File: config.mk
export PLATFORM = sky130hd
export DESIGN_NAME = cla_accum_display
export DESIGN_NICKNAME = d
export VERILOG_FILES = /design/src/rtl/cla_disp_pkg.sv /design/src/rtl/cla_group4.sv /design/src/rtl/cla_accum_display.sv
export SDC_FILE = /design/constraint.sdc
export NUM_CORES = 1
export LEC_CHECK = 0
export ABC_AREA = 0
export ABC_CLOCK_PERIOD_IN_PS = 4100
export CAP_MARGIN = 40
export CORE_ASPECT_RATIO = 0.6
export CORE_MARGIN = 2
export CORE_UTILIZATION = 30
export CTS_BUF_LIST = sky130_fd_sc_hd__clkbuf_4 sky130_fd_sc_hd__clkbuf_8
export CTS_CLUSTER_DIAMETER = 120
export DETAILED_ROUTE_END_ITERATION = 12
export PLACE_DENSITY = 0.6
export SYNTH_ARGS = -nofsm -noshare
export SYNTH_HDL_FRONTEND = slang
export SYNTH_SLANG_ARGS = --single-unit
File: constraint.sdc
create_clock -name clk -period 4.1 [get_ports clk]
set_input_delay 0.615 -clock clk [delete_from_list [all_inputs] [get_ports clk]]
set_output_delay 0.615 -clock clk [all_outputs]
set_load 0.01 [all_outputs]
File: src/rtl/cla_disp_pkg.sv
// rtl/cla_disp_pkg.sv - shared types and display patterns for cla_accum_display
// Purpose: FSM state encoding, blank pattern and hex-to-segment lookup.
// Ports:   none (package).
package cla_disp_pkg;

  typedef enum logic [1:0] {
    IDLE = 2'd0,
    LOAD = 2'd1,
    EXEC = 2'd2
  } state_t;

  // Segment order {g,f,e,d,c,b,a}; a 0 lights the segment (common anode).
  localparam logic [6:0] SEG_BLANK = 7'h7F;

  function automatic logic [6:0] hex_to_seg(input logic [3:0] nib);
    logic [6:0] pat;
    case (nib)
      4'h0: pat = 7'h40;
      4'h1: pat = 7'h79;
      4'h2: pat = 7'h24;
      4'h3: pat = 7'h30;
      4'h4: pat = 7'h19;
      4'h5: pat = 7'h12;
      4'h6: pat = 7'h02;
      4'h7: pat = 7'h78;
      4'h8: pat = 7'h00;
      4'h9: pat = 7'h10;
      4'hA: pat = 7'h08;
      4'hB: pat = 7'h03;
      4'hC: pat = 7'h46;
      4'hD: pat = 7'h21;
      4'hE: pat = 7'h06;
      default: pat = 7'h0E;
    endcase
    return pat;
  endfunction

endpackage

File: src/rtl/cla_group4.sv
// rtl/cla_group4.sv - 4-bit carry-lookahead group
// Purpose: 4-bit sum with internal lookahead plus group generate/propagate.
// Ports:   a, b (4-bit operands), cin (group carry in),
//          sum (4-bit result), gg (group generate), pg (group propagate).
module cla_group4 (
  input  logic [3:0] a,
  input  logic [3:0] b,
  input  logic       cin,
  output logic [3:0] sum,
  output logic       gg,
  output logic       pg
);

  logic [3:0] g;
  logic [3:0] p;
  logic [3:0] c;

  assign g = a & b;
  assign p = a ^ b;

  // Every internal carry is a flat sum of products of g/p and cin.
  assign c[0] = cin;
  assign c[1] = g[0] | (p[0] & cin);
  assign c[2] = g[1] | (p[1] & g[0]) | (p[1] & p[0] & cin);
  assign c[3] = g[2] | (p[2] & g[1]) | (p[2] & p[1] & g[0]) | (p[2] & p[1] & p[0] & cin);

  assign sum = p ^ c;

  assign gg = g[3] | (p[3] & g[2]) | (p[3] & p[2] & g[1]) | (p[3] & p[2] & p[1] & g[0]);
  assign pg = &p;

endmodule

File: src/rtl/cla_accum_display.sv
// rtl/cla_accum_display.sv - registered CLA adder/accumulator with muxed hex display
// Purpose: accepts operands by valid/ready, computes A+B+cin (or A+acc+cin in
//          accumulate mode) through 4-bit lookahead groups, registers the result
//          and scans it onto a common-anode seven-segment display.
// Ports:   clk, rst_n (sync active-low); a, b, cin, mode, clear, in_valid, in_ready;
//          sum, cout, ovf, out_valid (result); seg, an (display, active-low).
module cla_accum_display
  import cla_disp_pkg::*;
#(
  parameter int WIDTH       = 8,
  parameter int REFRESH_DIV = 50000
) (
  input  logic                 clk,
  input  logic                 rst_n,
  input  logic [WIDTH-1:0]     a,
  input  logic [WIDTH-1:0]     b,
  input  logic                 cin,
  input  logic                 mode,
  input  logic                 clear,
  input  logic                 in_valid,
  output logic                 in_ready,
  output logic [WIDTH-1:0]     sum,
  output logic                 cout,
  output logic                 ovf,
  output logic                 out_valid,
  output logic [6:0]           seg,
  output logic [WIDTH/4-1:0]   an
);

  localparam int DIGITS = WIDTH / 4;
  localparam int CNT_W  = (REFRESH_DIV > 1) ? $clog2(REFRESH_DIV) : 1;
  localparam int IDX_W  = (DIGITS > 1) ? $clog2(DIGITS) : 1;

  state_t           state;
  logic [WIDTH-1:0] op_a;
  logic [WIDTH-1:0] op_b;
  logic             op_cin;
  logic             op_mode;
  logic [WIDTH-1:0] acc;

  logic [WIDTH-1:0] cla_sum;
  logic [DIGITS:0]  carry;
  logic [DIGITS-1:0] grp_g;
  logic [DIGITS-1:0] grp_p;

  // Carries ripple between groups using only the group G/P terms.
  assign carry[0] = op_cin;

  for (genvar i = 0; i < DIGITS; i++) begin : g_grp
    cla_group4 u_grp (
      .a   (op_a[4*i +: 4]),
      .b   (op_b[4*i +: 4]),
      .cin (carry[i]),
      .sum (cla_sum[4*i +: 4]),
      .gg  (grp_g[i]),
      .pg  (grp_p[i])
    );
    assign carry[i+1] = grp_g[i] | (grp_p[i] & carry[i]);
  end

  // Gated by rst_n so the block never advertises readiness while held in reset.
  assign in_ready = rst_n && (state == IDLE);

  always_ff @(posedge clk) begin
    if (!rst_n) begin
      state     <= IDLE;
      op_a      <= '0;
      op_b      <= '0;
      op_cin    <= 1'b0;
      op_mode   <= 1'b0;
      acc       <= '0;
      sum       <= '0;
      cout      <= 1'b0;
      ovf       <= 1'b0;
      out_valid <= 1'b0;
    end else begin
      out_valid <= 1'b0;
      case (state)
        IDLE: begin
          if (in_valid && in_ready) begin
            op_a    <= a;
            // A clear arriving with an accumulate accept zeroes the operand too.
            op_b    <= mode ? (clear ? '0 : acc) : b;
            op_cin  <= cin;
            op_mode <= mode;
            state   <= LOAD;
          end
        end
        LOAD: begin
          sum       <= cla_sum;
          cout      <= carry[DIGITS];
          ovf       <= (op_a[WIDTH-1] == op_b[WIDTH-1]) && (cla_sum[WIDTH-1] != op_a[WIDTH-1]);
          out_valid <= 1'b1;
          state     <= EXEC;
        end
        EXEC: state <= IDLE;
        default: state <= IDLE;
      endcase

      // Clear beats the accumulate writeback; sum still reports the computed value.
      if (clear) begin
        acc <= '0;
      end else if (state == LOAD && op_mode) begin
        acc <= cla_sum;
      end
    end
  end

  logic [CNT_W-1:0] cnt;
  logic [IDX_W-1:0] idx;

  always_ff @(posedge clk) begin
    if (!rst_n) begin
      cnt <= '0;
      idx <= '0;
      an  <= '1;
      seg <= SEG_BLANK;
    end else begin
      if (cnt == CNT_W'(REFRESH_DIV - 1)) begin
        cnt <= '0;
        idx <= (idx == IDX_W'(DIGITS - 1)) ? '0 : idx + 1'b1;
      end else begin
        cnt <= cnt + 1'b1;
      end
      // Outputs follow idx by one cycle; the display always shows the sum register.
      an  <= ~(DIGITS'(1) << idx);
      seg <= hex_to_seg(sum[4*idx +: 4]);
    end
  end

endmodule

**Word level (Yosys, flattened, before mapping)**

Memory sizes are Yosys's and may differ from the RTL's. A register that Yosys moved wholly into a read port is not among the register bits.
Cells that the tools add are included.
Widths: inputs -> output; s select.

- Bitwise operators: 58
- Reduce and logical (&&, ||, !) cells: 11
- Shift-type cells: 2
- $add $sub $neg: 2
- Eq/ne operators: 5
- Muxes and demuxes: 6

Operators with widths:

| operator | number |
|---|---|
| $and 1x1->1 | 30 |
| $or 1x1->1 | 20 |
| $add 16x1->16 const B | 1 |
| $eq 16x16->1 const B | 1 |
| $mux 8 | 2 |
| $xor 4x4->4 | 4 |
| $and 4x4->4 | 2 |
| $reduce_and 4->1 | 2 |
| $shiftx 8x4->4 | 1 |
| $logic_and 1x1->1 | 4 |
| $pmux 2 s2 | 1 |
| $reduce_or 2->1 | 2 |
| $eq 2x1->1 const B | 1 |
| $logic_not 2->1 | 1 |
| $mux 1 | 2 |
| $mux 2 | 1 |
| $ne 2x1->1 const B | 1 |
| $not 2->2 | 1 |
| $reduce_and 2->1 | 1 |
| $shl 1x1->2 const A | 1 |
| $add 1x1->1 const B | 1 |
| $eq 1x1->1 | 1 |
| $logic_not 1->1 | 1 |
| $ne 1x1->1 | 1 |
| $not 1->1 | 1 |

- Memories kept: 1
- Input bits: 22
- ROM bits: 112
- Output and inout port bits: 21
- Bits in registers: 58
- Logic and storage cells: 98

Memories:

| memory | depth | width | rd ports | clocked after memory_dff | wr ports | line | RTL |
|---|---|---|---|---|---|---|---|
| (name not given) | 16 | 7 | 1 | 1 | 0 | cla_disp_pkg.sv:17 | `case (nib)` |

**Logic depth before layout (Yosys ltp)**

Gate-level depths: netlist (run 1).

- Word-level depth: 11
- Depth in mapped cells: 8
- Mapped depth without buffers: 8

**Modules after synthesis**

A second synthesis (run 1) with hierarchy kept.

- Cells, all modules: 356
- Area, all modules: 3206.8 µm²

By module, submodules not included:

| module | seq. area each (µm²) | area an instance (µm²) | cells each | instances |
|---|---|---|---|---|
| cla_accum_display | 1301.2 | 2841.5 | 312 | 1 |
| cla_group4 | 0.0 | 182.7 | 22 | 2 |

**Least setup slack after synthesis (run 1)**

OpenSTA, ideal clock, no wires.

- Path kind: register -> register
- Start: register op_b[0]
- End: register sum[5]
- Slack: 2.066 ns
- Data required time: 3.984 ns
- Buffers on the path: 0
- Cell stages (with the launch flop): 9
- Data arrival time: 1.918 ns
- Clock period less this slack: 2.034 ns
- Cell sequence: dfxtp_1 > ha_1 > a211o_1 > a21oi_2 > o21bai_1 > fa_1 > xnor2_1 > nand2_1 > o211a_1

- Cells in the longest elaborated chain, start to end: 7
- Elaborated cells on any way between the ends: 10

RTL lines:

| item | line | RTL |
|---|---|---|
| start: declaration | cla_accum_display.sv:36 | `logic [WIDTH-1:0] op_b;` |
| start signal: assignment | cla_accum_display.sv:83 | `op_b <= mode ? (clear ? '0 : acc) : b;` |
| $xor 4x4->4 or $and 4x4->4 (tied branches) | cla_group4.sv:19, cla_group4.sv:18 |  |
| $reduce_and 4->1 or $and 1x1->1 (tied branches) | cla_group4.sv:30, cla_group4.sv:29 |  |
| $and 1x1->1 or $or 1x1->1 (tied branches) | cla_accum_display.sv:58, cla_group4.sv:29 |  |
| $or 1x1->1 * | cla_accum_display.sv:58 | `assign carry[i+1] = grp_g[i] \| (grp_p[i] & carry[i]);` |
| $and 1x1->1 * | cla_group4.sv:23 | `assign c[1] = g[0] \| (p[0] & cin);` |
| $or 1x1->1 * | cla_group4.sv:23 |  |
| $xor 4x4->4 * | cla_group4.sv:27 | `assign sum = p ^ c;` |
| end signal: assignment | cla_accum_display.sv:90 | `sum <= cla_sum;` |
| end: declaration | cla_accum_display.sv:22 | `output logic [WIDTH-1:0] sum,` |

Mark *: on every way between the ends. The rest lies on a longest branch, timed or not.
A chain may end at the register's enable or synchronous reset.

**Worst setup path in the final report (run 1)**

- Start: input rst_n
- End: output in_ready

- Cells in the longest elaborated chain, start to end: 1

RTL lines:

| item | line | RTL |
|---|---|---|
| start: declaration | cla_accum_display.sv:14 | `input logic rst_n,` |
| $logic_and 1x1->1 | cla_accum_display.sv:62 | `assign in_ready = rst_n && (state == IDLE);` |
| end: declaration | cla_accum_display.sv:21 | `output logic in_ready,` |

No other way between the ends.

==> flow_summary_export.csv, run 1 <==
group,metric,value,unit
drt,vias_per_cell,4.78,
die,core_area,10400,µm²
pwr,p_leak,1.56,nW
final_layout,nFillCells,1069,
worst_setup_path,startpoint,"rst_n",
final_layout,n_antenna_cell,0,
global_route,track_usage,13.3,%
synthesis,netlist_instances,353,
timing,rsz0062_at_grt,"no",
drt,drc,0,
clock_network,cts_tree,"built",
clock_network,cts_max_path_buffers,2,
final_layout,design_area,3870,µm²
global_route,grt_pass1_vias,2401,
place,dp_cells,516,
drt,routedWlPerCell,13.3,µm
clock_network,clock_sinks,65,
synthesis,synth.top_cell.area_share,41.0,%
timing,fin_worst_skew,0.00725,ns
worst_setup_path,r2r-start,"op_b[0]",
final_layout,area_growth,22.1,%
final_layout,layout-drive-gt1-share,7.65,%
drt,first_pass_iters,4,
die,die_w,137,µm
drt,routed_wl,7.08,mm
place,place_ws,1.54,ns
min_path,hold_class,"reg2reg",
worst_setup_path,path_class,"in2out",
worst_setup_path,crit_fanout,2,
run_status,status,"complete, no violations",
final_layout,layout_common_cells,"65 x dfxtp_1, 58 x nand2_1, 42 x clkdlybuf4s50_1",
die,die_area,11400,µm²
clock_network,numCtsBuffers,9,
min_path,min_path_cells,2,
drt,ant_nets,0,
global_route,grt-ovfl-total,0,
worst_setup_path,r2r-end,"sum[5]",
synthesis,ys_types,54,
place,numPortBuffers,42,
die,dieHeight,83.6,µm
synthesis,syn_area_per_cell,8.98,µm²
clock_network,post_cts_buffers,0,
timing,max_slew.worst_pin.slew,0.933,ns
pwr,fin_total_pwr,1.34,mW
clock_network,clk_latency,0.35,ns
pwr,ir_drop,155,µV
synthesis,synth_top_cell_by_area,"dfxtp_1",
timing,relSlewSlack,36.0,%
clock_network,cts_htree_levels,3,
synthesis,synth-edff-count,0,
flow_run,drv_cap,0,
timing,setup_ws,1.65,ns
synthesis,syn_nets,392,
worst_setup_path,crit_path_start_kind,"primary input",
synthesis,ys_seq_area_share,41.0,%
timing,post-route-period-util,59.7,%
pwr,p_per_area,345,nW/µm²
die,start_util,30.4,%
worst_setup_path,cp.arrival,1.83,ns
final_layout,stdcell_count,531,
worst_setup_path,cp-end-kind,"output port",
synthesis,ys_seq_elements,65,
timing,setup_viol,0,
synthesis,netlist_area,3170,µm²
drt,drtIter0Drc,191,
synthesis,async_flop_share,0,%
die,rows,29,
clock_network,cts_root_buffer,"clkbuf_8",
place,gp_congestion,0.755,
synthesis,synthTopCellsByArea,"dfxtp_1 41%, nand2_1 6.9%, ha_1 5.9%, o211a_1 3.2%, o221ai_1 3.0%",
final_layout,layout_commonest_cell,"dfxtp_1",
clock_network,ctsResizeCount,0,
final_layout,fin_util,37.2,%
clock_network,clk_pin_slew,0.07,ns
drt,via_count,2537,
timing,fin_setup_tns,0,ns
timing,drv_slew,0,
place,dpl.hpwl,5.19,mm
synthesis,yosys_warnings,0,
die,io_pins,43,
global_route,antenna_found_initial,0,
worst_setup_path,r2r_slack,1.74,ns
min_path,whs_endpoint,"op_a[1]",
worst_setup_path,crit_required,3.48,ns
timing,hold_viol,0,
global_route,grt_pass1_wl,11.8,mm
timing,fmax,408,MHz
timing,min_period,2.45,ns
place,place_area,3690,µm²
global_route,grt_max_degree,53,
timing,whs,0.462,ns
min_path,hold_start,"op_a[1]",
worst_setup_path,r2r_cells,8,
clock_network,hold_buffers,0,
final_layout,fin_nets,427,
synthesis,ys.flop_type,"dfxtp_1",
[worst max path at each step]
stage | end | slack, ns
4_1_cts | in_ready | 1.63
5_1_grt | seg[3] | 1.57
3_3_place_gp | in_ready | 1.63
6_report | in_ready | 1.65
2_1_floorplan | sum[5] | 2.07
3_5_place_dp | op_b[0] | 1.54
[power by group]
| part | leakage, nW | internal, mW | switching, mW |
|---|---|---|---|
| clock | 0.0980 | 0.262 | 0.238 |
| combinational | 0.934 | 0.0798 | 0.0826 |
| sequential | 0.530 | 0.656 | 0.0171 |
| total | 1.56 | 0.998 | 0.338 |
[metal layers]
metal	global-route usage [%]	share of wire [%]	up-vias
met5	0	0	-
met4	4.55	1.3	0
met3	4.55	5.3	7
met2	18.0	39	50
met1	19.4	55	1182
li1	-	-	1298
[synthesized netlist by cell type (all sizes together), types with 3 or more instances]
| cell type | instances |
|---|---|
| a21boi | 13 |
| a21oi | 10 |
| and2 | 6 |
| buf | 9 |
| clkbuf | 11 |
| dfxtp | 65 |
| ha | 15 |
| inv | 17 |
| mux2i | 6 |
| nand2 | 58 |
| nand2b | 5 |
| nand3 | 15 |
| nand4 | 7 |
| nand4b | 5 |
| nor2 | 24 |
| nor2b | 3 |
| nor3 | 5 |
| nor3b | 3 |
| o211a | 10 |
| o211ai | 5 |
| o21a | 3 |
| o21ai | 6 |
| o221ai | 11 |
| xnor2 | 10 |
| xor2 | 9 |
[cells by family after synthesis]
logic type | count (synthesis) | share of synthesized area (%)
AO/OA/AOI/OAI | 69 | 16.5
XOR/XNOR | 19 | 5.25
adder cells (fa/ha/maj) | 17 | 7.18
buffers and inverters | 37 | 4.81
flip-flops | 65 | 41.0
multiplexers | 8 | 3.35
AND/OR/NAND/NOR | 138 | 21.8
[state kept, by name, summed over array words and instances (netlist names)]
signal	cells
op_a	8
cout	1
op_b	8
cnt	16
seg	7
op_cin	1
an	2
out_valid	1
ovf	1
acc	8
idx	1
op_mode	1
sum	8
state	2
[area by class of cell]
cell class	count	area (µm²)	share of cell area, %
Sequential cell	65	1300	33.6
Clock inverter	3	15.0	0.388
Tap cell	139	174	4.49
Clock buffer	12	165	4.27
Multi-Input combinational cell	251	1720	44.3
Inverter	17	63.8	1.65
Timing Repair Buffer	44	435	11.2
[worst max-delay path, cell delays in order]
cell and delay (ns):
clkdlybuf4s50_1 0.47, nor3b_2 0.18, clkdlybuf4s50_1 0.56
No activity file was read; power rests on OpenSTA's default activity.
==> run 2: changes to the inputs <==
--- a/config.mk
+++ b/config.mk
@@ -6,7 +6,7 @@
 export NUM_CORES = 1
 export LEC_CHECK = 0
 export ABC_AREA = 0
-export ABC_CLOCK_PERIOD_IN_PS = 4100
+export ABC_CLOCK_PERIOD_IN_PS = 2270
 export CAP_MARGIN = 40
 export CORE_ASPECT_RATIO = 0.6
 export CORE_MARGIN = 2
==> constraint.sdc (replaced) <==
create_clock -name clk -period 2.27 [get_ports clk]
set_input_delay 0.3405 -clock clk [delete_from_list [all_inputs] [get_ports clk]]
set_output_delay 0.3405 -clock clk [all_outputs]
set_load 0.01 [all_outputs]
==> run 2 against run 1 <==
Clock power grew 71%; global-route usage is 0.16 points higher; hold slack hardly changed; power is 78% higher; clock skew is 0.0024 ns higher; critical path depth grew 5; via count is 1.6% higher; register-to-register slack worse by 1.6 ns; first-iteration DRC count shrank 5.2%; largest cell class unchanged.
==> flow_summary_export.csv, run 2 (same netlist as run 1, synthesis figures left out) <==
group,metric,value,unit
run_status,status,"complete, no violations",
pwr,p_leak,1.60,nW
final_layout,fin_nets,436,
place,gp_congestion,0.821,
die,dieHeight,83.6,µm
drt,routed_wl,7.06,mm
timing,fin_setup_tns,0,ns
clock_network,cts_root_buffer,"clkbuf_8",
place,dpl.hpwl,5.29,mm
drt,vias_per_cell,4.76,
pwr,p_per_area,604,nW/µm²
final_layout,layout_common_cells,"65 x dfxtp_1, 58 x nand2_1, 42 x clkdlybuf4s50_1",
timing,setup_ws,0.171,ns
worst_setup_path,path_class,"reg2reg",
worst_setup_path,startpoint,"op_b[0]",
drt,drc,0,
die,die_w,137,µm
clock_network,post_cts_buffers,0,
drt,routedWlPerCell,13.0,µm
timing,fmax,476,MHz
worst_setup_path,cp-end-kind,"flip-flop",
worst_setup_path,cp_slowest_cell,"fa_1",
timing,min_period,2.10,ns
worst_setup_path,crit_path_start_kind,"flip-flop",
final_layout,largest_register_ffs,16,
clock_network,clock_sinks,65,
worst_setup_path,cpLargestDelayFamily,"adder cells",
clock_network,clk_pin_slew,0.06,ns
timing,setup_viol,0,
die,die_area,11400,µm²
die,start_util,30.4,%
final_layout,design_area,3930,µm²
timing,relSlewSlack,45.6,%
global_route,grt.met3_usage,4.92,%
place,place_ws,0.155,ns
final_layout,top_register,"cnt",
timing,max_slew.worst_pin.slew,0.808,ns
place,place_area,3760,µm²
die,rows,29,
clock_network,cts_tree,"built",
clock_network,hold_buffers,0,
timing,hold_viol,0,
worst_setup_path,path_cells,"ha_1 > a211o_1 > a21oi_2 > o21bai_1 > fa_1 > xnor2_2 > nand2_1 > o211a_1",
clock_network,cts_htree_levels,3,
final_layout,layout_commonest_cell,"dfxtp_1",
global_route,grt_pass1_vias,2381,
die,io_pins,43,
worst_setup_path,slowest_delay,0.41,ns
clock_network,clk_latency,0.36,ns
global_route,grt_util_met1,20.5,%
timing,drv_slew,0,
timing,rsz0062_at_grt,"no",
worst_setup_path,cp.arrival,2.34,ns
min_path,hold_class,"reg2reg",
final_layout,fin_util,37.8,%
worst_setup_path,r2r-start,"op_b[0]",
die,core_area,10400,µm²
flow_run,drv_cap,0,
pwr,ir_drop,286,µV
worst_setup_path,crit_fanout,3,
clock_network,cts_max_path_buffers,2,
timing,fin_worst_skew,0.00967,ns
global_route,track_usage,13.4,%
global_route,grt-busiest-layer,"met1",
worst_setup_path,path_buf_inv,0,
pwr,fin_total_pwr,2.37,mW
global_route,antenna_found_initial,0,
drt,ant_nets,0,
final_layout,layout-drive-gt1-share,10.2,%
drt,drtIter0Drc,181,
worst_setup_path,crit_required,2.52,ns
drt,first_pass_iters,5,
min_path,hold_start,"acc[4]",
final_layout,n_antenna_cell,0,
global_route,grt-ovfl-total,0,
drt,via_count,2577,
final_layout,nFillCells,1089,
timing,post-route-period-util,92.5,%
global_route,grt_max_degree,53,
place,numPortBuffers,42,
clock_network,numCtsBuffers,9,
global_route,grt_pass1_wl,12.0,mm
final_layout,area_growth,24.0,%
global_route,grtUsageMet2,16.9,%
==> run 2: path summary, 6_finish.rpt <==
path | to | slack (ns) | depth (start not counted)
max | sum[5] | 0.17 | 8
min reg2reg | acc[4] | 0.46 | 2
min | acc[4] | 0.46 | 2
max reg2reg | sum[5] | 0.17 | 8
==> run 2: what timing repair did <==
| item | 4_1_cts | 5_1_grt |
|---|---|---|
| resized for setup | 0 | 1 |
| hold endpoints to repair | 0 | 0 |
| endpoints found under the setup margin | 0 | 1 |
==> run 2: metrics by stage <==
step           hold WS (ns)  cells
5_1_grt               0.486    541
6_report              0.462    541
4_1_cts               0.460    541
3_5_place_dp          0.450    525
3_3_place_gp          0.449    525
2_1_floorplan         0.430    353
==> run 2: per-layer routing <==
metal / wire length [µm] / vias to the layer above
met5: 0 / -
met4: 103 / 0
met3: 397 / 9
met2: 2670 / 54
met1: 3890 / 1196
li1: - / 1318
==> run 2: report_power, final <==
part	switching (mW)	internal [mW]	leakage, nW
clock	0.430	0.425	0.0942
combinational	0.149	0.154	0.977
sequential	0.0311	1.19	0.530
total	0.611	1.76	1.60
==> run 2: final cells by class <==
type / instances / area (µm²) / share of cell area, %
Inverter: 17 / 63.8 / 1.62
Sequential cell: 65 / 1300 / 33.1
Tap cell: 139 / 174 / 4.42
Clock inverter: 4 / 20.0 / 0.509
Multi-Input combinational cell: 251 / 1720 / 43.8
Timing Repair Buffer: 53 / 503 / 12.8
Clock buffer: 12 / 146 / 3.72
==> run 2: worst register-to-register path: stages, from the launching register on <==
cell	delay, ns
dfxtp_1	0.33
ha_1	0.31
a211o_1	0.30
a21oi_2	0.15
o21bai_1	0.10
fa_1	0.41
xnor2_2	0.20
nand2_1	0.08
o211a_1	0.12
==> run 3: changes to the inputs <==
--- a/config.mk
+++ b/config.mk
@@ -6,7 +6,7 @@
 export NUM_CORES = 1
 export LEC_CHECK = 0
 export ABC_AREA = 0
-export ABC_CLOCK_PERIOD_IN_PS = 2270
+export ABC_CLOCK_PERIOD_IN_PS = 2100
 export CAP_MARGIN = 40
 export CORE_ASPECT_RATIO = 0.6
 export CORE_MARGIN = 2
==> constraint.sdc (replaced) <==
create_clock -name clk -period 2.1 [get_ports clk]
set_input_delay 0.315 -clock clk [delete_from_list [all_inputs] [get_ports clk]]
set_output_delay 0.315 -clock clk [all_outputs]
set_load 0.01 [all_outputs]
==> run 3 against run 2 <==
Hold slack worse by 0.00070 ns; via count up 2.4%; clock power up 14%; sequential power up 8%; clock skew down 0.0028 ns; register-to-register slack worse by 0.08 ns; critical endpoint unchanged; largest cell class unchanged.
==> flow_summary_export.csv, run 3 (same netlist as run 1, synthesis figures left out) <==
group,metric,value,unit
run_status,status,"complete, no violations",
timing,hold_viol,0,
final_layout,regArea,1300,µm²
die,dieHeight,83.6,µm
final_layout,design_area,4010,µm²
final_layout,layout_common_cells,"64 x dfxtp_1, 58 x nand2_1, 42 x clkdlybuf4s50_1",
worst_setup_path,crit_required,2.34,ns
timing,post-route-period-util,95.7,%
clock_network,cts_root_buffer,"clkbuf_8",
final_layout,fin_nets,440,
drt,drtIter0Drc,236,
final_layout,layout-drive-gt1-share,12.1,%
clock_network,cts_max_path_buffers,2,
worst_setup_path,cpLargestDelayFamily,"compound AO/OA/AOI/OAI gates",
timing,fin_setup_tns,0,ns
place,gp_congestion,0.843,
clock_network,clk_latency,0.34,ns
worst_setup_path,path_cells,"ha_4 > a211o_1 > a21oi_2 > o21bai_1 > fa_2 > xnor2_2 > nand2_1 > o211a_1",
pwr,ir_drop,356,µV
worst_setup_path,r2r_cells,8,
pwr,fin_total_pwr,2.64,mW
min_path,min_path_cells,2,
drt,routed_wl,7.29,mm
global_route,antenna_found_initial,0,
worst_setup_path,slowest_delay,0.39,ns
clock_network,cts_htree_levels,3,
final_layout,layout_commonest_cell,"dfxtp_1",
clock_network,numCtsBuffers,9,
worst_setup_path,crit_fanout,3,
final_layout,nFillCells,1029,
drt,routedWlPerCell,13.4,µm
worst_setup_path,r2r-start,"op_b[0]",
clock_network,clock_sinks,65,
pwr,p_per_area,657,nW/µm²
worst_setup_path,path_class,"reg2reg",
timing,drv_slew,0,
worst_setup_path,r2r-end,"sum[5]",
drt,drc,0,
final_layout,area_growth,26.5,%
die,start_util,30.4,%
place,place_area,3800,µm²
clock_network,clk_pin_slew,0.07,ns
worst_setup_path,r2r_slack,0.09,ns
timing,max_slew.worst_pin.slew,0.560,ns
worst_setup_path,cp-end-kind,"flip-flop",
worst_setup_path,path_buf_inv,0,
worst_setup_path,cp.arrival,2.25,ns
timing,relSlewSlack,61.6,%
clock_network,post_cts_buffers,0,
pwr,p_leak,1.63,nW
die,io_pins,43,
timing,min_period,2.01,ns
place,numPortBuffers,42,
min_path,hold_class,"reg2reg",
place,dpl.hpwl,5.48,mm
final_layout,n_antenna_cell,0,
timing,setup_viol,0,
die,die_w,137,µm
final_layout,fin_util,38.5,%
clock_network,cts_tree,"built",
global_route,grt_pass1_wl,12.2,mm
drt,via_count,2639,
die,die_area,11400,µm²
drt,ant_nets,0,
final_layout,top_register,"cnt",
worst_setup_path,cp_slowest_cell,"dfxtp_1",
global_route,grt_pass1_vias,2477,
min_path,whs_endpoint,"acc[1]",
timing,fin_worst_skew,0.00684,ns
drt,vias_per_cell,4.84,
die,rows,29,
die,core_area,10400,µm²
global_route,grt_max_degree,53,
drt,first_pass_iters,4,
timing,fmax,498,MHz
worst_setup_path,crit_path_start_kind,"flip-flop",
global_route,grt-ovfl-total,0,
final_layout,multi_input_area,1740,µm²
flow_run,drv_cap,0,
final_layout,largest_register_ffs,16,
global_route,track_usage,13.4,%
min_path,hold_start,"acc[1]",
run 3: through the flow:
stage / worst slack [ns] / cells / hold WS [ns]
after floorplan: 0.0659 / 353 / 0.430
after global placement: 0.0573 / 529 / 0.445
after detailed placement: 0.0140 / 529 / 0.449
after CTS: 0.0129 / 545 / 0.458
after global routing: -0.00409 / 545 / 0.485
final: 0.0912 / 545 / 0.461
run 3: metal layers:
layer / track usage, % / up-vias / routed length, µm
li1: - / 1323 / -
met1: 20.5 / 1232 / 3860
met2: 17.8 / 78 / 2800
met3: 4.55 / 6 / 570
met4: 2.94 / 0 / 54
met5: 0 / - / 0
run 3: cell type report:
cell class	instances	share of cell area [%]
multi-input cells	251	43.5
flip-flops and latches	65	32.5
repair buffers	57	13.6
well taps	139	4.34
clock buffers	13	4.15
inverters	17	1.59
clock inverters	3	0.374
run 3: worst max-delay path by stage:
stage | startpoint | cells after the start | endpoint | slack (ns)
finish | op_b[0] | 8 | sum[5] | 0.09
global route | op_b[0] | 8 | sum[5] | -0.004
detailed placement | op_b[0] | 8 | sum[5] | 0.01
global placement | op_b[0] | 8 | sum[5] | 0.06
CTS | op_b[0] | 8 | sum[5] | 0.01
floorplan | op_b[0] | 8 | sum[5] | 0.07
run 3: worst min-delay path, cell delays in order, from the launching register on:
cell and delay, ns:
dfxtp_1 0.31, nand2_1 0.05, a21oi_1 0.05
run 3: repair_timing:
item | in CTS | in global routing
endpoints found under the setup margin | 0 | 4
gates resized for setup | 0 | 6
hold buffers | 0 | 0
run 3: report_power, final:
group	total, mW	switching (mW)	internal, mW
sequential	1.32	0.0351	1.28
combinational	0.345	0.168	0.177
clock	0.974	0.461	0.514
total	2.64	0.664	1.97
